<file path="src/rtl/ddr4_cmd_issuer.sv">
// ddr4_cmd_issuer: host-side DDR4 command generator with an open-page bank table.
// It takes one read/write request at a time and emits the PRE/ACT/RD/WR sequence
// that the request needs. Internal counters hold off commands until tRP, tRCD,
// tRAS and tCCD have been met.
// Command pins are registered. When the FSM sits in a command state on an edge,
// that command is driven during the cycle that follows the edge.
module ddr4_cmd_issuer #(
  parameter int BGWIDTH   = 2,
  parameter int BAWIDTH   = 2,
  parameter int ADDRWIDTH = 17,
  parameter int COLWIDTH  = 10,
  parameter int TRCD      = 4,
  parameter int TRP       = 4,
  parameter int TRAS      = 12,
  parameter int TCCD      = 4
) (
  input  logic                 clk,
  input  logic                 reset,
  input  logic                 req_valid,
  output logic                 req_ready,
  input  logic                 req_we,
  input  logic [BGWIDTH-1:0]   req_bg,
  input  logic [BAWIDTH-1:0]   req_ba,
  input  logic [ADDRWIDTH-1:0] req_row,
  input  logic [COLWIDTH-1:0]  req_col,
  output logic                 act_n,
  output logic [ADDRWIDTH-1:0] A,
  output logic [BGWIDTH-1:0]   bg,
  output logic [BAWIDTH-1:0]   ba,
  output logic                 cs_n,
  output logic                 cke,
  output logic                 cmd_rd,
  output logic                 cmd_wr
);

  localparam int BW    = BGWIDTH + BAWIDTH;
  localparam int NBANK = 1 << BW;
  localparam int MAXA  = (TRCD > TRP) ? TRCD : TRP;
  localparam int MAXB  = (TRAS > TCCD) ? TRAS : TCCD;
  localparam int MAXT  = (MAXA > MAXB) ? MAXA : MAXB;
  localparam int CW    = (MAXT > 1) ? $clog2(MAXT) : 1;

  // PRE encoding: ras_n=0, cas_n=1, we_n=0, every other address bit low.
  localparam logic [ADDRWIDTH-1:0] PRE_ADDR = {{(ADDRWIDTH-16){1'b0}}, 1'b1, 15'b0};

  typedef enum logic [2:0] {
    S_IDLE,
    S_PRE,
    S_WAIT_RP,
    S_ACT,
    S_WAIT_RCD,
    S_CAS,
    S_WAIT_CCD
  } state_t;

  state_t               r_state;
  logic                 r_cke;
  logic                 r_csN;
  logic                 r_actN;
  logic [ADDRWIDTH-1:0] r_A;
  logic [BGWIDTH-1:0]   r_bg;
  logic [BAWIDTH-1:0]   r_ba;
  logic                 r_cmdRd;
  logic                 r_cmdWr;
  logic [CW-1:0]        r_cnt;

  logic                 r_we;
  logic [BGWIDTH-1:0]   r_reqBg;
  logic [BAWIDTH-1:0]   r_reqBa;
  logic [ADDRWIDTH-1:0] r_row;
  logic [COLWIDTH-1:0]  r_col;

  logic [NBANK-1:0]     r_openValid;
  logic [ADDRWIDTH-1:0] r_openRow [NBANK];
  logic [CW-1:0]        r_tras    [NBANK];

  logic [BW-1:0]        w_reqBank;
  logic [BW-1:0]        w_curBank;
  logic                 w_accept;
  logic                 w_hit;
  logic                 w_closed;
  logic                 w_trasZero;
  logic                 w_actIssue;
  logic [ADDRWIDTH-1:0] w_casAddr;

  assign w_reqBank  = {req_bg, req_ba};
  assign w_curBank  = {r_reqBg, r_reqBa};
  assign req_ready  = (r_state == S_IDLE) && r_cke;
  assign w_accept   = req_valid && req_ready;
  assign w_closed   = !r_openValid[w_reqBank];
  assign w_hit      = r_openValid[w_reqBank] && (r_openRow[w_reqBank] == req_row);
  assign w_trasZero = (r_tras[w_curBank] == '0);
  assign w_actIssue = (r_state == S_ACT);

  assign act_n  = r_actN;
  assign A      = r_A;
  assign bg     = r_bg;
  assign ba     = r_ba;
  assign cs_n   = r_csN;
  assign cke    = r_cke;
  assign cmd_rd = r_cmdRd;
  assign cmd_wr = r_cmdWr;

  // CAS address word: ras_n=1, cas_n=0, we_n=~we, A10 (auto-precharge) kept low, column in the low bits.
  always_comb begin
    w_casAddr                 = '0;
    w_casAddr[COLWIDTH-1:0]   = r_col;
    w_casAddr[16]             = 1'b1;
    w_casAddr[14]             = ~r_we;
  end

  // Per-bank tRAS guards: loaded when the bank is activated, then count down to zero and stay there.
  always_ff @(posedge clk or posedge reset) begin
    if (reset) begin
      for (int i = 0; i < NBANK; i++) begin
        r_tras[i] <= '0;
      end
    end else begin
      for (int i = 0; i < NBANK; i++) begin
        if (w_actIssue && (w_curBank == BW'(i))) begin
          r_tras[i] <= CW'(TRAS - 1);
        end else if (r_tras[i] != '0) begin
          r_tras[i] <= r_tras[i] - CW'(1);
        end
      end
    end
  end

  // Command sequencer: accepts requests, tracks open rows, paces commands and drives the pins.
  always_ff @(posedge clk or posedge reset) begin
    if (reset) begin
      r_state     <= S_IDLE;
      r_cke       <= 1'b0;
      r_csN       <= 1'b1;
      r_actN      <= 1'b1;
      r_A         <= '0;
      r_bg        <= '0;
      r_ba        <= '0;
      r_cmdRd     <= 1'b0;
      r_cmdWr     <= 1'b0;
      r_cnt       <= '0;
      r_we        <= 1'b0;
      r_reqBg     <= '0;
      r_reqBa     <= '0;
      r_row       <= '0;
      r_col       <= '0;
      r_openValid <= '0;
      for (int i = 0; i < NBANK; i++) begin
        r_openRow[i] <= '0;
      end
    end else begin
      r_cke   <= 1'b1;
      r_csN   <= 1'b1;
      r_actN  <= 1'b1;
      r_A     <= '0;
      r_cmdRd <= 1'b0;
      r_cmdWr <= 1'b0;

      case (r_state)
        S_IDLE: begin
          if (w_accept) begin
            r_we    <= req_we;
            r_reqBg <= req_bg;
            r_reqBa <= req_ba;
            r_row   <= req_row;
            r_col   <= req_col;
            if (w_hit) begin
              r_state <= S_CAS;
            end else if (w_closed) begin
              r_state <= S_ACT;
            end else begin
              r_state <= S_PRE;
            end
          end
        end

        S_PRE: begin
          if (w_trasZero) begin
            r_csN                  <= 1'b0;
            r_A                    <= PRE_ADDR;
            r_bg                   <= r_reqBg;
            r_ba                   <= r_reqBa;
            r_openValid[w_curBank] <= 1'b0;
            r_cnt                  <= CW'(TRP - 1);
            r_state                <= (TRP > 1) ? S_WAIT_RP : S_ACT;
          end
        end

        S_WAIT_RP: begin
          if (r_cnt <= CW'(1)) begin
            r_state <= S_ACT;
          end else begin
            r_cnt <= r_cnt - CW'(1);
          end
        end

        S_ACT: begin
          r_csN                  <= 1'b0;
          r_actN                 <= 1'b0;
          r_A                    <= r_row;
          r_bg                   <= r_reqBg;
          r_ba                   <= r_reqBa;
          r_openValid[w_curBank] <= 1'b1;
          r_openRow[w_curBank]   <= r_row;
          r_cnt                  <= CW'(TRCD - 1);
          r_state                <= (TRCD > 1) ? S_WAIT_RCD : S_CAS;
        end

        S_WAIT_RCD: begin
          if (r_cnt <= CW'(1)) begin
            r_state <= S_CAS;
          end else begin
            r_cnt <= r_cnt - CW'(1);
          end
        end

        S_CAS: begin
          r_csN   <= 1'b0;
          r_A     <= w_casAddr;
          r_bg    <= r_reqBg;
          r_ba    <= r_reqBa;
          r_cmdRd <= ~r_we;
          r_cmdWr <= r_we;
          r_cnt   <= CW'(TCCD - 1);
          r_state <= S_WAIT_CCD;
        end

        S_WAIT_CCD: begin
          if (r_cnt == '0) begin
            r_state <= S_IDLE;
          end else begin
            r_cnt <= r_cnt - CW'(1);
          end
        end

        default: begin
          r_state <= S_IDLE;
        end
      endcase
    end
  end

endmodule
</file>
<file path="config.mk">
export PLATFORM = sky130hd
export DESIGN_NAME = ddr4_cmd_issuer
export DESIGN_NICKNAME = d
export VERILOG_FILES = /design/src/rtl/ddr4_cmd_issuer.sv
export SDC_FILE = /design/constraint.sdc
export NUM_CORES = 1
export LEC_CHECK = 0
export ABC_AREA = 1
export CORE_ASPECT_RATIO = 0.7
export CORE_UTILIZATION = 55
export CTS_BUF_LIST = sky130_fd_sc_hd__clkbuf_16
export DETAILED_ROUTE_END_ITERATION = 7
export PLACE_DENSITY = 0.8
export SLEW_MARGIN = 20
export SYNTH_ARGS = -nofsm -noshare
export SYNTH_HDL_FRONTEND = slang
export SYNTH_SLANG_ARGS = --single-unit
export TNS_END_PERCENT = 30
</file>
<file path="constraint.sdc">
create_clock -name clk -period 29.3 [get_ports clk]
set_clock_uncertainty 0.15 [all_clocks]
set_input_delay 8.79 -clock clk [delete_from_list [all_inputs] [get_ports clk]]
set_output_delay 8.79 -clock clk [all_outputs]
set_load 0.005 [all_outputs]
</file>
==> results of run 1 <==
[stage by stage]
stage / area, um^2 / util / setup slack [ns] / hold WS (ns)
after floorplan: 20200 / - / 8.76 / 0.276
after global placement: 20800 / 0.577 / 17.26 / 0.291
after detailed placement: 20800 / 0.577 / 17.15 / 0.310
after CTS: 22000 / 0.611 / 17.72 / 0.319
after global routing: 22000 / 0.611 / 17.37 / 0.339
final: 22000 / 0.611 / 17.53 / 0.323
[cells in the mapped netlist, drive strengths merged, types with 17 or more instances]
library cell | count | share of area
buf | 70 | 0.024
inv | 389 | 0.072
clkbuf | 77 | 0.014
nor2 | 108 | 0.021
nand3 | 232 | 0.058
dfrtp | 415 | 0.51
a21oi | 52 | 0.013
nand2 | 652 | 0.12
o21ai | 416 | 0.10
o211ai | 24 | 0.0089
nor3 | 22 | 0.0057
ha | 34 | 0.021
xnor2 | 17 | 0.0074
[layout make-up]
cell class,instances,area [um^2]
fill,2990,14000
sequential,417,10400
multi-input combinational,1593,7540
inverter,391,1480
clock buffer,41,1030
timing repair buffer,83,776
tap,480,601
clock inverter,29,175
antenna,1,2.50
[flip-flops by register name, indices dropped and copies added (netlist names), 3 cells and up, named ones only]
signal     count
r_openRow    272
r_cnt          4
A             17
r_tras        64
r_row         17
r_col         10
r_state        3
[cells in the final DEF (no fill, tap or decap), types with 2 or more instances in the layout]
| cell | netlist | routed |
|---|---|---|
| a21oi_1 | 52 | 52 |
| buf_4 | 13 | 21 |
| buf_6 | 18 | 2 |
| bufinv_16 | 0 | 2 |
| clkbuf_16 | 0 | 41 |
| clkdlybuf4s50_1 | 0 | 59 |
| clkinv_1 | 2 | 11 |
| clkinv_2 | 0 | 8 |
| dfrtp_1 | 415 | 415 |
| dfstp_2 | 2 | 2 |
| ha_1 | 34 | 34 |
| inv_1 | 385 | 393 |
| inv_2 | 3 | 3 |
| nand2_1 | 652 | 652 |
| nand3_1 | 231 | 231 |
| nand3b_1 | 2 | 2 |
| nand4_1 | 3 | 3 |
| nor2_1 | 102 | 92 |
| nor2_2 | 5 | 14 |
| nor2_4 | 1 | 2 |
| nor3_1 | 21 | 21 |
| o211ai_1 | 24 | 24 |
| o21a_1 | 2 | 2 |
| o21ai_0 | 400 | 400 |
| o21ai_1 | 16 | 16 |
| o221ai_1 | 3 | 3 |
| o22ai_1 | 12 | 12 |
| o31ai_1 | 9 | 9 |
| xnor2_1 | 17 | 17 |
| xor2_1 | 3 | 3 |
[worst reg2reg max path: stages (launching register included)]
cell     delay, ns
dfrtp_1       0.51
nor3_2        0.24
inv_2         0.36
nor2_2        0.88
inv_1         0.68
nand2_1       0.21
o21ai_1       0.09
[power by group through the flow]
| stage | clock network [uW] | registers [uW] | logic, uW |
|---|---|---|---|
| 6_report | 494 | 957 | 645 |
| 5_1_grt | 518 | 976 | 733 |
| 4_1_cts | 495 | 950 | 639 |
| 3_5_place_dp | 0 | 958 | 630 |
| 3_3_place_gp | 0 | 948 | 594 |
| 2_1_floorplan | 0 | 879 | 487 |
[cell families after synthesis]
logic type / synth area share
and+or+nand+nor: 0.208
buffers and inverters: 0.112
AOI/OAI and AO/OA: 0.134
DFF: 0.517
adders and majority gates: 0.0211
xor gates and xnor gates: 0.00867
other: 0.000186
[per-layer routing]
metal | track usage | wire (um)
met3 | 0.0825 | 5960
met2 | 0.453 | 24800
met5 | 0 | 0
met1 | 0.423 | 23600
met4 | 0.126 | 2110
[worst max-delay path by stage]
stage | end | slack [ns] | cells past startpoint
after floorplan | A[0]$_DFF_PP0_ | 8.76 | 1
after global placement | r_openRow[41]$_DFFE_PP0P_ | 17.26 | 4
after detailed placement | r_state[2]$_DFFE_PP0P_ | 17.15 | 14
after CTS | r_state[2]$_DFFE_PP0P_ | 17.72 | 14
after global routing | r_state[2]$_DFFE_PP0P_ | 17.37 | 14
final | r_state[2]$_DFFE_PP0P_ | 17.53 | 14
==> out/qor.txt, run 1 <==
Result of the run -> completed
Effective utilization at floorplan -> 0.560
Final Total Pwr -> 2100 uW
Maximum number of pins on one net before global-route repair -> 120
CP peak stage delay -> 1.05 ns
Number of hold violations in the final report -> 0
Global router's overall resource usage -> 0.305
Kind of end point of the critical path -> register
Crit-path cells -> clkdlybuf4s50_1 > buf_4 > clkinv_1 > nand3_1 > nand3_1 > nand2_1 > nand2_1 > nand2_1 > nand2_1 > nor2_1 > nand3_1 > nand2_1 > nand2_1 > nand2_1
Area enclosed by the die boundary -> 0.0375 mm^2
Netlist area before placement -> 0.0202 mm^2
WS Path Type -> input pin to register
Most frequent cell on the critical path -> nand2_1
Maximum fanout encountered on the critical timing path -> 39
Hold Path End -> cmd_rd$_DFF_PP0_
Critical path arrival -> 12.10 ns
Worst min-delay path class -> register to register
Number of DRC markers in iteration 0 -> 2144
Startpoint of the worst-slack reg-to-reg timing path -> r_state[2]$_DFFE_PP0P_
Pwr dens -> 95.1 mW/mm^2
Final Max Slew Viols -> 0
Portion of total power attributed to sequential cells -> 0.457
Switching share of power -> 0.385
Total I/O pin count -> 62
Combinational Power Share -> 0.308
Fraction of layout cells with a size suffix above 1 -> 0.0399
Slowest cell on the critical path -> clkinv_1
Buffers added on ports -> 61
Via count of the first global-routing pass -> 16.4k
Clock network fraction of total power -> 0.236
Sort of element at the start of the critical path -> input pin
Number of instances on the worst hold path -> 1
Setup total negative slack -> 0 ns
Crit path buffers/inverters -> 3
Clock tree from TritonCTS -> built
RSZ-0062 raised after global routing -> no
# Post-CTS Setup Buffers -> 0
Reg2Reg Depth -> 6
Hold path startpoint -> r_we$_DFFE_PP0P_
Die extent in y -> 162 um
Total vias in the final route -> 17.4k
Internal power consumption -> 1290 uW
Core area -> 0.0361 mm^2
# setup viols final -> 0
Non-filler instance count after layout -> 3035
Inserted Clock Buffers -> 40
Transition time at the pin with the least slew margin -> 1.13 ns
Depth of the CTS H-tree -> 2
Area growth from synthesis to layout -> 9.11%
Via density per instance -> 5.72
Worst Path Required -> 29.63 ns
Peak ir drop on the vdd network -> 0.0000646 V
CTS sink cnt -> 417
#FFs+latches synth -> 417
Final critical-path required period -> 11.77 ns
Relative slew margins -> 0.245
Wire length of the first global-routing pass -> 88800 um
Max Cap Viol -> 0
Share of the cycle needed by the critical path after routing -> 0.402
Number of antenna violations at the first check in global routing -> 0
Avg Cell Area, Syn -> 7.93 um^2
End of the worst register-to-register path -> r_openRow[210]$_DFFE_PP0P_
Width of the chip -> 231 um
Cell family with most CP delay -> buffers and inverters
Number of search-and-repair iterations in the first detailed-routing pass -> 6
Final estimated routing congestion in global placement -> 0.940
Clock Pin Slew Worst Setup and Hold Paths -> 0.06 ns
Maximum clock path buffer count -> 3
Net count, final -> 2595
Maximum clock rate -> 0.0849 GHz
Average routed wire per standard cell -> 18.6 um
Overflow left after global routing -> 0
Number of placed instances, taps included -> 2964
Crit path from -> req_bg[0]
Post-CTS Hold Buffers -> 0
Half-perimeter wire length after placement -> 36600 um
Cell count after synthesis -> 2548
Rows -> 58
Switching power -> 806 uW
Setup slack, reg-to-reg -> 26.03 ns
Wire length reported by the detailed router -> 56500 um
Yosys warning total -> 0
Unique cell type count in the Yosys netlist -> 34
Number of resized instances in the post-cts repair step -> 0
Number of nets in the synthesized netlist -> 2617
Leakage component of the power -> 0.0106 uW
Synth Flop Type -> dfrtp_1
Number of synthesized flops with an enable pin -> 0
Final ANT Viol Nets -> 0
Root Buffer -> clkbuf_16
Clk Latency, worst-skew pair -> 0.54 ns
Async set-or-reset flop fraction in the synthesized netlist -> 1.00
Number of DRC violations after detailed routing -> 0
Share of synthesized area occupied by flip-flops and latches -> 0.517
Note: power is estimated with default switching activity, not from simulation.
==> inputs of run 2 (changes only) <==
Settings changed: PLACE_DENSITY 0.8 to 0.82.
Clock period 29.3 ns to 10.7 ns, I/O delays scaled along.
==> run 2 against run 1 <==
Count of clock-buffer cells in the layout stayed put. Clock power grew to 3.0 times the previous value. Highest routed layer unchanged. Power rose to 2.8 times the previous value. Combinational power grew to 2.8 times the previous value. Critical endpoint unchanged. Sequential cell count did not move.
==> out/qor.txt, run 2 (same netlist as run 1, synthesis figures left out) <==
Result of the run -> completed (unchanged)
Number of placed instances, taps included -> 2963 (was 2964)
Clock tree from TritonCTS -> built (unchanged)
Buffers added on ports -> 61 (unchanged)
Area of combinational cells with multiple inputs -> 0.00756 mm^2 (was 0.00754 mm^2)
Setup total negative slack -> 0 ns (unchanged)
Core area -> 0.0361 mm^2 (unchanged)
Wire length of the first global-routing pass -> 89800 um (was 88800 um)
Fraction of layout cells with a size suffix above 1 -> 0.0419 (was 0.0399)
Non-filler instance count after layout -> 3035 (unchanged)
Pre-CTS WS -> 4.60 ns (was 17.15 ns)
# setup viols final -> 0 (unchanged)
Pwr dens -> 264 mW/mm^2 (was 95.1 mW/mm^2)
Half-perimeter wire length after placement -> 36400 um (was 36600 um)
Final Max Slew Viols -> 0 (unchanged)
Post-CTS Hold Buffers -> 0 (unchanged)
Peak ir drop on the vdd network -> 0.000186 V (was 0.0000646 V)
Maximum clock rate -> 0.174 GHz
Number of DRC markers in iteration 0 -> 2475 (was 2144)
Number of antenna violations at the first check in global routing -> 0 (unchanged)
Total I/O pin count -> 62 (unchanged)
Area growth from synthesis to layout -> 9.80% (was 9.11%)
Root Buffer -> clkbuf_16 (unchanged)
Relative slew margins -> 0.273 (was 0.245)
Filler Cell Count -> 2937 (was 2990)
Final critical-path required period -> 5.75 ns
RSZ-0062 raised after global routing -> no (unchanged)
Slowest cell on the critical path -> buf_2 (was clkinv_1)
Via density per instance -> 5.80 (was 5.72)
Area enclosed by the die boundary -> 0.0375 mm^2 (unchanged)
Number of DRC violations after detailed routing -> 0 (unchanged)
Worst Path Required -> 11.04 ns (was 29.63 ns)
Leakage component of the power -> 0.0106 uW (about the same)
Effective utilization at floorplan -> 0.560 (unchanged)
Max Cap Viol -> 0 (unchanged)
Antenna cells -> 0 (was 1)
Net count, final -> 2594 (was 2595)
Share of the cycle needed by the critical path after routing -> 0.538
Die extent in y -> 162 um (unchanged)
Leading cell types in the layout, fill and taps excluded -> nand2_1, dfrtp_1, o21ai_0 (unchanged)
Worst min-delay path class -> register to register (unchanged)
Global router's overall resource usage -> 0.307 (was 0.305)
CP peak stage delay -> 0.81 ns (was 1.05 ns)
Crit path buffers/inverters -> 3 (unchanged)
Critical path arrival -> 6.09 ns (was 12.10 ns)
Most common cell after layout, fill and taps aside -> nand2_1 (unchanged)
Maximum number of pins on one net before global-route repair -> 158 (was 120)
WS Path Type -> input pin to register (unchanged)
Via count of the first global-routing pass -> 16.7k (was 16.4k)
Maximum fanout encountered on the critical timing path -> 39 (unchanged)
Inserted Clock Buffers -> 40 (unchanged)
Slack of the critical path -> 4.95 ns (was 17.53 ns)
Overflow left after global routing -> 0 (unchanged)
Kind of end point of the critical path -> register (unchanged)
Crit-path cells -> buf_2 > clkinv_1 > buf_4 > nand3_1 > nand3_1 > nand3_1 > nand2_1 > nor2_1 > nand2_1 > nor2_1 > nand3_1 > nand2_1 > nand2_1 > nand2_1 (was clkdlybuf4s50_1 > buf_4 > clkinv_1 > nand3_1 > nand3_1 > nand2_1 > nand2_1 > nand2_1 > nand2_1 > nor2_1 > nand3_1 > nand2_1 > nand2_1 > nand2_1)
Depth of the CTS H-tree -> 2 (unchanged)
Total vias in the final route -> 17.6k (was 17.4k)
Transition time at the pin with the least slew margin -> 1.09 ns (was 1.13 ns)
Cell family with most CP delay -> buffers and inverters (unchanged)
Largest registers ranked by flip-flop count -> r_openRow x272, r_tras x64 (unchanged)
Average routed wire per standard cell -> 18.9 um (was 18.6 um)
Clock Pin Slew Worst Setup and Hold Paths -> 0.07 ns (was 0.06 ns)
Largest register FFs -> 272 (unchanged)
Most flops, register -> r_openRow (unchanged)
Final estimated routing congestion in global placement -> 1.00 (was 0.940)
# Post-CTS Setup Buffers -> 0 (unchanged)
Most frequent cell on the critical path -> nand2_1 (unchanged)
Wire length reported by the detailed router -> 57300 um (was 56500 um)
Register area -> 0.0104 mm^2 (unchanged)
Number of resized instances in the post-cts repair step -> 0 (unchanged)
Width of the chip -> 231 um (unchanged)
Number of search-and-repair iterations in the first detailed-routing pass -> 7 (was 6)
CTS sink cnt -> 417 (unchanged)
Sort of element at the start of the critical path -> input pin (unchanged)
Maximum clock path buffer count -> 3 (unchanged)
Rows -> 58 (unchanged)
Number of hold violations in the final report -> 0 (unchanged)
Clk Latency, worst-skew pair -> 0.57 ns (was 0.54 ns)
Final ANT Viol Nets -> 0 (unchanged)
==> run 2: worst register-to-register path: cells and delay by family, from the launching register on <==
family	cells	cell delay [ns]
flops	1	0.46
simple gates	3	1.24
compound gates	1	0.09
buf+inv	3	1.23
==> run 2: final timing paths <==
check	start	endpoint	slack [ns]	cells past startpoint
max	req_bg[0]	r_state[2]$_DFFE_PP0P_	4.95	14
min	r_openRow[190]$_DFFE_PP0P_	r_openRow[190]$_DFFE_PP0P_	0.34	2
max reg2reg	r_state[0]$_DFFE_PP0P_	r_openRow[215]$_DFFE_PP0P_	7.35	7
min reg2reg	r_openRow[190]$_DFFE_PP0P_	r_openRow[190]$_DFFE_PP0P_	0.34	2
max in group asynchronous	reset	r_openRow[157]$_DFFE_PP0P_	5.36	4
min in group asynchronous	reset	r_tras[44]$_DFFE_PP0P_	3.03	2
==> run 2: metal layers <==
metal	vias to the layer above	wire, um	GRT usage
met1	8277	23000	0.435
met3	183	7150	0.0713
met5	-	0	0
met4	0	2170	0.120
met2	1153	25000	0.459
li1	7988	-	-
==> run 2: cell type report <==
| cell class | count | share of cell area |
|---|---|---|
| Clock buffer | 41 | 0.0463 |
| Timing Repair Buffer | 82 | 0.0348 |
| Clock inverter | 31 | 0.0138 |
| Sequential cell | 417 | 0.471 |
| Inverter | 391 | 0.0666 |
| Multi-Input combinational cell | 1593 | 0.341 |
| Tap cell | 480 | 0.0271 |
==> run 2: power breakdown <==
part	total [uW]	internal, uW	switching (uW)
logic	1780	614	1170
registers	2610	2180	428
clock network	1470	843	630
==> run 2: stage by stage <==
step | hold WS, ns | power, uW | util | instance area [um^2]
after floorplan | 0.276 | 3740 | - | 20200
after global placement | 0.299 | 4210 | 0.578 | 20800
after detailed placement | 0.310 | 4340 | 0.578 | 20800
after CTS | 0.339 | 5820 | 0.614 | 22200
after global routing | 0.359 | 6210 | 0.615 | 22200
final | 0.336 | 5860 | 0.615 | 22200
